File: src/rtl/mem_shadow_pkg.sv
// mem_shadow_pkg: shared types for the shadow transfer engine.
// Command opcodes and the transfer FSM state encoding.
package mem_shadow_pkg;

    typedef enum logic {
        XferPreload = 1'b0,
        XferDump    = 1'b1
    } xfer_op_e;

    typedef enum logic [1:0] {
        StIdle,
        StPreload,
        StDump,
        StDone
    } xfer_state_e;

endpackage

File: src/rtl/mem_shadow_xfer_fifo.sv
// mem_shadow_xfer_fifo: 2-entry valid/ready FIFO for dump read data.
// Push and pop may coincide; the occupancy is then unchanged.
module mem_shadow_xfer_fifo #(
    parameter int DATA_W = 32
) (
    input  logic              clk_i,
    input  logic              rst_ni,
    input  logic              in_valid,
    output logic              in_ready,
    input  logic [DATA_W-1:0] in_data,
    output logic              out_valid,
    input  logic              out_ready,
    output logic [DATA_W-1:0] out_data,
    output logic [1:0]        count
);

    logic [DATA_W-1:0] mem_q [2];
    logic              wr_ptr_q;
    logic              rd_ptr_q;
    logic [1:0]        cnt_q;
    logic              push;
    logic              pop;

    assign in_ready  = (cnt_q != 2'd2);
    assign out_valid = (cnt_q != 2'd0);
    assign out_data  = mem_q[rd_ptr_q];
    assign count     = cnt_q;
    assign push      = in_valid & in_ready;
    assign pop       = out_valid & out_ready;

    // Storage, pointers and occupancy.
    always_ff @(posedge clk_i or negedge rst_ni) begin
        if (!rst_ni) begin
            mem_q[0] <= '0;
            mem_q[1] <= '0;
            wr_ptr_q <= 1'b0;
            rd_ptr_q <= 1'b0;
            cnt_q    <= 2'd0;
        end else begin
            if (push) begin
                mem_q[wr_ptr_q] <= in_data;
                wr_ptr_q        <= ~wr_ptr_q;
            end
            if (pop) begin
                rd_ptr_q <= ~rd_ptr_q;
            end
            if (push && !pop) begin
                cnt_q <= cnt_q + 2'd1;
            end else if (pop && !push) begin
                cnt_q <= cnt_q - 2'd1;
            end
        end
    end

endmodule

File: src/rtl/mem_shadow_xfer.sv
// mem_shadow_xfer: host preload/dump engine for the memory-shadow port.
// Optional running checksum output under MEM_SHADOW_XFER_CSUM_EN.
module mem_shadow_xfer
    import mem_shadow_pkg::*;
#(
    parameter int ADDR_W = 16,
    parameter int DATA_W = 32,
    parameter int LEN_W  = 17
) (
    input  logic              clk_i,
    input  logic              rst_ni,
    input  logic              cmd_valid_i,
    output logic              cmd_ready_o,
    input  logic              cmd_op_i,
    input  logic [ADDR_W-1:0] cmd_addr_i,
    input  logic [LEN_W-1:0]  cmd_len_i,
    input  logic              wr_valid_i,
    output logic              wr_ready_o,
    input  logic [DATA_W-1:0] wr_data_i,
    output logic              rd_valid_o,
    input  logic              rd_ready_i,
    output logic [DATA_W-1:0] rd_data_o,
    output logic [ADDR_W-1:0] shd_addr_o,
    output logic [DATA_W-1:0] shd_wdata_o,
    output logic              shd_we_o,
    output logic              shd_re_o,
    input  logic [DATA_W-1:0] shd_rdata_i,
    output logic              busy_o,
    output logic              done_o,
    output logic              err_o
`ifdef MEM_SHADOW_XFER_CSUM_EN
    ,
    output logic [31:0]       csum_o
`endif
);

    // One past the last legal word address, in LEN_W+1 bits.
    localparam logic [LEN_W:0] Space =
        {{(LEN_W-ADDR_W){1'b0}}, 1'b1, {ADDR_W{1'b0}}};

    xfer_state_e       state_q, state_d;
    logic [ADDR_W-1:0] addr_q;
    logic [LEN_W-1:0]  rem_q;
    logic [LEN_W-1:0]  pop_rem_q;
    logic              inflight_q;
    logic              err_q;
    logic [LEN_W:0]    span;
    logic              accept, range_err, len_zero, go;
    logic              cmd_dump, go_dump;
    logic              beat, issue, pop, credit_ok;
    logic              fifo_in_ready;
    logic [1:0]        fifo_cnt;

    assign span      = (LEN_W+1)'(cmd_addr_i) + (LEN_W+1)'(cmd_len_i);
    assign range_err = (span > Space);
    assign len_zero  = (cmd_len_i == '0);
    assign cmd_dump  = (xfer_op_e'(cmd_op_i) == XferDump);
    assign accept    = cmd_valid_i & (state_q == StIdle);
    assign go        = accept & ~range_err & ~len_zero;
    // First dump read leaves in the acceptance cycle.
    assign go_dump   = go & cmd_dump;

    assign beat      = (state_q == StPreload) & wr_valid_i;
    assign pop       = rd_valid_o & rd_ready_i;
    // A pop this cycle frees a slot for a read issued this cycle.
    assign credit_ok = (({1'b0, fifo_cnt} + {2'b00, inflight_q}) < 3'd2)
                     | pop;
    assign issue     = go_dump
                     | ((state_q == StDump) & (rem_q != '0) & credit_ok);

    assign shd_we_o    = beat;
    assign shd_re_o    = issue;
    assign shd_wdata_o = beat ? wr_data_i : '0;
    assign shd_addr_o  = go_dump          ? cmd_addr_i :
                         (beat | issue)   ? addr_q     : '0;
    assign err_o       = err_q;

    // Transfer FSM state register.
    always_ff @(posedge clk_i or negedge rst_ni) begin
        if (!rst_ni) begin
            state_q <= StIdle;
        end else begin
            state_q <= state_d;
        end
    end

    // Next state and handshake/status outputs.
    always_comb begin
        state_d     = state_q;
        cmd_ready_o = 1'b0;
        wr_ready_o  = 1'b0;
        busy_o      = 1'b0;
        done_o      = 1'b0;
        unique case (state_q)
            StIdle: begin
                cmd_ready_o = 1'b1;
                if (accept) begin
                    if (!go) begin
                        state_d = StDone;
                    end else if (cmd_dump) begin
                        state_d = StDump;
                    end else begin
                        state_d = StPreload;
                    end
                end
            end
            StPreload: begin
                busy_o     = 1'b1;
                wr_ready_o = 1'b1;
                if (beat && rem_q == LEN_W'(1)) begin
                    state_d = StDone;
                end
            end
            StDump: begin
                busy_o = 1'b1;
                if (pop && pop_rem_q == LEN_W'(1)) begin
                    state_d = StDone;
                end
            end
            StDone: begin
                done_o  = 1'b1;
                state_d = StIdle;
            end
            default: state_d = StIdle;
        endcase
    end

    // Address, word counters, read-in-flight flag and sticky error.
    always_ff @(posedge clk_i or negedge rst_ni) begin
        if (!rst_ni) begin
            addr_q     <= '0;
            rem_q      <= '0;
            pop_rem_q  <= '0;
            inflight_q <= 1'b0;
            err_q      <= 1'b0;
        end else begin
            inflight_q <= issue;
            if (accept) begin
                err_q     <= range_err;
                addr_q    <= cmd_addr_i + ADDR_W'(go_dump);
                rem_q     <= cmd_len_i - LEN_W'(go_dump);
                pop_rem_q <= cmd_len_i;
            end else begin
                if (beat || issue) begin
                    addr_q <= addr_q + ADDR_W'(1);
                    rem_q  <= rem_q - LEN_W'(1);
                end
                if (pop) begin
                    pop_rem_q <= pop_rem_q - LEN_W'(1);
                end
            end
        end
    end

    mem_shadow_xfer_fifo #(
        .DATA_W (DATA_W)
    ) u_fifo (
        .clk_i     (clk_i),
        .rst_ni    (rst_ni),
        .in_valid  (inflight_q & fifo_in_ready),
        .in_ready  (fifo_in_ready),
        .in_data   (shd_rdata_i),
        .out_valid (rd_valid_o),
        .out_ready (rd_ready_i),
        .out_data  (rd_data_o),
        .count     (fifo_cnt)
    );

`ifdef MEM_SHADOW_XFER_CSUM_EN
    logic [31:0] csum_q;

    // Running checksum of preload beats and dump pops.
    always_ff @(posedge clk_i or negedge rst_ni) begin
        if (!rst_ni) begin
            csum_q <= '0;
        end else if (accept) begin
            csum_q <= '0;
        end else if (beat) begin
            csum_q <= csum_q + 32'(wr_data_i);
        end else if (pop) begin
            csum_q <= csum_q + 32'(rd_data_o);
        end
    end

    assign csum_o = csum_q;
`endif

endmodule

File: config.mk
export PLATFORM = sky130hd
export DESIGN_NAME = mem_shadow_xfer
export DESIGN_NICKNAME = d
export VERILOG_FILES = /design/src/rtl/mem_shadow_pkg.sv /design/src/rtl/mem_shadow_xfer_fifo.sv /design/src/rtl/mem_shadow_xfer.sv
export SDC_FILE = /design/constraint.sdc
export NUM_CORES = 1
export LEC_CHECK = 0
export CORE_MARGIN = 4
export CORE_UTILIZATION = 46
export CTS_BUF_LIST = sky130_fd_sc_hd__clkbuf_4 sky130_fd_sc_hd__clkbuf_8
export DETAILED_ROUTE_END_ITERATION = 6
export PLACE_DENSITY = 0.77
export SYNTH_ARGS = -nofsm -noshare
export SYNTH_HDL_FRONTEND = slang
export SYNTH_SLANG_ARGS = --single-unit
export TNS_END_PERCENT = 50
File: constraint.sdc
create_clock -name clk_i -period 6.2 [get_ports clk_i]
set_input_delay 1.55 -clock clk_i [delete_from_list [all_inputs] [get_ports clk_i]]
set_output_delay 1.55 -clock clk_i [all_outputs]
set_load 0.02 [all_outputs]
==> results.md <==
* Outcome: completed
* Comb pwr share at 0.528
* Clk sink count at ~120
* Relative slew slack at 0.357
* I/O Buffers at 190
* Ys async rst share at 1.00
* Via count at 7080
* Critical path startpoint category: input port
* Period utilization at 0.970
* Placed Area at 10600 µm²
* EDFF count, synth at 0
* Max Slew Vio Count at 0
* DRT iter0 DRCs at 333
* Achievable clock frequency at ~170 MHz
* Multi-input gate area at 4770 µm²
* Core area at 16800 µm²
* CP Capture Type: primary output
* H-tree Lvls at 4
* CTS tree: yes
* Worst-path fanout max at 5
* DR WL/cell at 17.4 µm
* VDD IR max at 0.289 mV
* Antenna fix cells at 0
* P_leak at 4.82 nW
* Num ports at around 190
* Sw frac at 0.397
* PnR worst setup slack at 187 ps
* Setup violators final at 0
* Clock Latency Late Sink at 430 ps
* Die ar. at 19400 µm²
* Grt total ovfl at 0
* DRT Wirelength at about 23000 µm
* Power per Cell Area at 425 nW/µm²
* Initial antenna violation count at 0
* Setup CP Type: input port to primary output
* Fillers at 1347
* Yosys warning count at 0
* FF/Latch Area at 3050 µm²
* Width of the die at 139 µm
* Syn_area_per_cell at 9.59 µm²
* Row count at 47
* Syn Inst Count at 827
* Min Tclk post-route at 6010 ps
* Final cell count without fillers at 1312
* First-pass GRT wire length at 37200 µm
* Area growth syn-to-layout at 40.5%
* Cell Area, Synth at just under 8000 µm²
* Net switching power at 1.88 mW
* Syn_nets at 962
* Post-route ant nets at 0
* Number of max-cap violations at 0
* Clk network pwr share at 0.152
* #FFs+latches synth at 122
* Hold_buf cts at 0
* Cts bufs inserted at 17
* Type of the most critical hold path: register to register
* Die Y at 139 µm
* Clock root buffer master: clkbuf_8
* CP required at around 4700 ps
* Place WS at -550 ps
* Fin area at around 11000 µm²
* GP Congestion at 0.937
* Clock Tree Buf Depth at 2
* Synth unique cells at 68
* HPWL Detailed at about 17000 µm
* Post-Route Setup TNS at 0 ps
* Clock-pin slew on the worst setup and hold paths at 70 ps
* Final Core Density at 0.665
* Pin count of the biggest net entering global routing at around 100
* Skew final at 12.0 ps
* Routed vias/inst at roughly 5.4
* P_int at ~2.9 mW
* Seq/Total Area, Yosys at 0.385
* Final nets at 1214
* Sequential share of power at 0.320
* Tot GR Track Use at 0.233
* Number of remaining DRC errors at 0
* Worst EP arrival at 4460 ps
* Hold slack at 505 ps
* Most frequent cells in the layout: 148 x clkdlybuf4s50_1, 122 x dfrtp_1, 97 x mux2_2
* Share of layout cells above drive strength 1 at 0.266
* Initial Utilization at 0.473
* Worst-Margin Slew at roughly 960 ps
* Overall Power at around 4.7 mW
* Endpoints failing hold at 0
* Post-Place Cells at between 1000 and 1500
* Most common cell after layout, fill and taps aside: clkdlybuf4s50_1
* Post-synth top flop: dfrtp_1
* Vias in the first global route at around 7300
* First-pass DRT Iterations at 5
power groups by stage:
stage                     registers (mW)  clock network [mW]  logic (mW)
after floorplan                     1.43                   0        1.62
after global placement              1.49                   0        2.49
after detailed placement            1.52                   0        2.53
after CTS                           1.51               0.736        2.51
after global routing                1.57               0.777        2.71
final                               1.52               0.719        2.50
worst paths after layout:
check,from,end,slack [ps],cells after the start
worst max-delay path,cmd_addr_i[0],shd_addr_o[2],190,15
worst min-delay path,u_fifo.rd_ptr_q$_DFFE_PN0P_,u_fifo.rd_ptr_q$_DFFE_PN0P_,510,1
worst min register to register,u_fifo.rd_ptr_q$_DFFE_PN0P_,u_fifo.rd_ptr_q$_DFFE_PN0P_,510,1
max in group asynchronous,rst_ni,u_fifo.mem_q[30]$_DFFE_PN0P_,3800,2
worst max register to register,state_q[1]$_DFFE_PN0P_,rem_q[13]$_DFFE_PN0P_,2950,15
min in group asynchronous,rst_ni,u_fifo.mem_q[6]$_DFFE_PN0P_,1250,1
timing repair:
action,in CTS,in global routing
endpoints found under the hold margin,0,0
setup buffers,1,2
endpoints found under the setup margin,17,17
resized for setup,84,46
pin swaps,6,18
cell usage after synthesis (all sizes together) (5+ instances only):
master,instances,area share
nor4,12,0.013
xor2,36,0.040
dfrtp,122,0.38
and3,40,0.032
xnor2,47,0.052
o31ai,5,0.0060
a21oi,59,0.037
clkbuf,30,0.014
ha,31,0.049
buf,15,0.013
nor2,81,0.039
inv,19,0.0090
o21ai,34,0.026
or2,9,0.0071
or4,7,0.0071
nand2,56,0.027
a31oi,5,0.0039
nand4,12,0.0095
nor3,21,0.013
nor3b,5,0.0047
nand3,34,0.022
mux2,98,0.14
metal layers:
| metal | share of wire | routed length [µm] | up-vias | GRT usage |
|---|---|---|---|---|
| li1 | - | - | 3435 | - |
| met1 | 0.43 | 9860 | 3390 | 0.303 |
| met2 | 0.49 | 11200 | 227 | 0.397 |
| met3 | 0.059 | 1350 | 28 | 0.0549 |
| met4 | 0.017 | 377 | 0 | 0.0525 |
| met5 | 0 | 0 | - | 0 |
final cells by class:
cell class | instances | area share
well taps | 220 | 0.0247
clock inverters | 13 | 0.0127
clock buffers | 19 | 0.0235
flip-flops and latches | 122 | 0.274
multi-input cells | 641 | 0.428
inverters | 19 | 0.00640
repair buffers | 278 | 0.230
state kept, by name, indices dropped and copies added (netlist names):
signal and cells:
rem_q 17, u_fifo.count 2, pop_rem_q 17, u_fifo.mem_q 64, addr_q 16, state_q 2
inflight_q 1, u_fifo.rd_ptr_q 1, u_fifo.wr_ptr_q 1, err_o 1
worst max-delay path, stage by stage:
cell            delay (ps)
dlymetal6s2s_1         120
ha_2                   190
inv_1                   60
fa_2                   400
nor2b_2                200
o31ai_4                 90
a31o_2                 270
xnor2_1                130
nor4_2                 250
nand4b_1               150
o31ai_2                300
and2_4                 200
buf_12                 110
mux2_4                 300
buf_4                  160
kinds of logic (layout without fill, tap and decap cells):
kind of cell | after synthesis | after routing | synth area share
multiplexers | 98 | 98 | 0.140
AND/OR/NAND/NOR | 296 | 296 | 0.191
AO/OA/AOI/OAI | 132 | 132 | 0.106
flip-flops | 122 | 122 | 0.385
buffers and inverters | 64 | 329 | 0.0361
adder cells (fa/ha/maj) | 32 | 32 | 0.0514
XOR/XNOR | 83 | 83 | 0.0917
Note: power is estimated with default switching activity, not from simulation.
==> variant: new RTL, same settings <==
`DATA_W` is set to 32 in 2 places; all go to 64.
--- a/src/rtl/mem_shadow_xfer_fifo.sv
+++ b/src/rtl/mem_shadow_xfer_fifo.sv
@@ -1,7 +1,7 @@
 // mem_shadow_xfer_fifo: 2-entry valid/ready FIFO for dump read data.
 // Push and pop may coincide; the occupancy is then unchanged.
 module mem_shadow_xfer_fifo #(
-    parameter int DATA_W = 32
+    parameter int DATA_W = 64
 ) (
     input  logic              clk_i,
     input  logic              rst_ni,
--- a/src/rtl/mem_shadow_xfer.sv
+++ b/src/rtl/mem_shadow_xfer.sv
@@ -4,7 +4,7 @@
     import mem_shadow_pkg::*;
 #(
     parameter int ADDR_W = 16,
-    parameter int DATA_W = 32,
+    parameter int DATA_W = 64,
     parameter int LEN_W  = 17
 ) (
     input  logic              clk_i,
Ports: changed (resized rd_data_o, shd_rdata_i, shd_wdata_o and wr_data_i); port bits go from 191 to 319. No check against the original RTL was run, so the function may have changed too.
==> variant against the original RTL <==
- the flow now finishes with violations (negative setup slack)
- cell count increased by 33%
- cell area increased by 40%
- clock skew increased by 0.0085 ns
- count of clock-buffer cells in the layout decreased by 1
- register-to-register slack improved by 0.17 ns
- die area increased by 34%
- area after synthesis increased by 37%
- routed wire length increased by 40%
- sequential cell count increased by 64
- global-route usage increased by 0.86 points
- worst setup slack got worse by 0.30 ns
- power increased by 48%
- critical path type unchanged
- largest cell class unchanged
- largest power group unchanged
==> variant: results (changes against the original RTL) <==
stage,metric,value,unit,change
global_routing,pin count of the biggest net entering global routing,103,,was 101
critical_path,Setup crit start,cmd_len_i[10],,was cmd_addr_i[0]
cts,clk slew on worst S/H paths,0.10,ns,was 0.07 ns
critical_path,Reg2Reg Launch Point,state_q[0],,was state_q[1]
sta,Final Skew,0.0205,ns,was 0.0120 ns
sta,TNS Setup,-0.995,ns,was 0 ns
yosys,sequential area share after synthesis,42.9,%,was 38.5%
final_layout,final-layout fill cell count,1785,,was 1347
power,Lkg Pwr,6.63,nW,was 4.82 nW
yosys,post-synthesis cell type count,62,,was 68
route,vias per inst,5.28,,was 5.40
final_layout,synth-to-layout area growth,43.8,%,was 40.5%
power,seq pwr,2.26,mW,was 1.52 mW
yosys,Post-Synthesis Cells,1031,,was 827
place,Placement Setup Slack,-0.898,ns,was -0.550 ns
run_status,failing checks,negative setup slack,,
final_layout,share of layout cells above drive strength 1,27.5,%,was 26.6%
place,DP Area,14900,um^2,was 10600 um^2
power,internal power,4.21,mW,was 2.86 mW
cts,count of cells resized by post-cts repair,132,,was 84
sta,WHS,0.509,ns,was 0.505 ns
min_path,hold worst-path end,u_fifo.mem_q[43],,was u_fifo.rd_ptr_q
place,port bufs,318,,was 190
route,Wirelength per Cell,18.3,um,was 17.4 um
final_layout,Nets,1614,,was 1214
global_routing,Total GRT Usage,24.2,%,was 23.3%
critical_path,CP Data Arrival Time,4.76,ns,was 4.46 ns
place,Placed Cells,1692,,was 1277
min_path,hold path startpoint,u_fifo.mem_q[43],,was u_fifo.rd_ptr_q
sta,setup slack after layout,-0.108,ns,was 0.187 ns
critical_path,"slowest stage cell, crit path",clkdlybuf4s50_1,,was fa_2
run_status,status,"complete, but fails checks",,was finished clean
final_layout,Final Non-Filler Cells,1744,,was 1312
power,VDD IR-drop max,258,uV,was 289 uV
global_routing,global-route wire length before repair,50900,um,was 37200 um
place,GP Congestion,0.890,,was 0.937
critical_path,"slowest stage delay, CP",0.49,ns,was 0.40 ns
global_routing,initial antenna violation count,3,,was 0
critical_path,worst reg2reg path endpoint,rem_q[12],,was rem_q[13]
power,switching share of total power,40.0,%,was 39.7%
critical_path,CP Max Fanout,4,,was 5
yosys,largest cells by area after synthesis,"dfrtp_1, mux2_2, xnor2_1, and3_1, ha_1",,"was dfrtp_1, mux2_2, xnor2_1, ha_1, xor2_1"
route,drt first-iter violations,527,,was 333
yosys,Commonest cells post-synth,"mux2_2, dfrtp_1, nor2_1",,"was dfrtp_1, mux2_2, nor2_1"
sta,slew at the pin closest to its max-slew limit,0.942,ns,was 0.964 ns
critical_path,Setup crit end,shd_addr_o[13],,was shd_addr_o[2]
final_layout,biggest regs,"u_fifo.mem_q (128), pop_rem_q (17), rem_q (17)",,"was u_fifo.mem_q (64), pop_rem_q (17), rem_q (17)"
sta,Setup-failing EPs final,15,,was 0
yosys,syn nets,1230,,was 962
global_routing,vias in the first global route,9491,,was 7321
cts,postcts setup bufs,12,,was 1
variant: logic make-up (layout without fill, tap and decap cells):
| group | after synthesis | count (layout) | synth area share (%) |
|---|---|---|---|
| DFF | 186 | 186 | 42.9 |
| AOI/OAI and AO/OA | 123 | 123 | 6.92 |
| adders and majority gates | 32 | 32 | 3.76 |
| xor gates and xnor gates | 85 | 85 | 6.87 |
| other | 0 | 3 | 0 |
| buffers and inverters | 93 | 490 | 3.55 |
| and+or+nand+nor | 303 | 303 | 14.4 |
| muxes | 209 | 209 | 21.5 |
variant: per-layer routing:
metal	share of wire, %	vias to the layer above	global-route usage, %
met5	0	-	0
met4	2.7	0	8.07
met3	5.3	52	5.15
met2	51	290	42.4
met1	42	4434	29.7
li1	-	4440	-
variant: layout make-up:
type | instances | share of cell area [%]
multi-input combinational | 752 | 38.7
sequential | 186 | 29.9
timing repair buffer | 424 | 25.4
tap | 313 | 2.51
clock buffer | 18 | 1.55
clock inverter | 14 | 1.08
inverter | 34 | 0.819
antenna | 3 | 0.0482
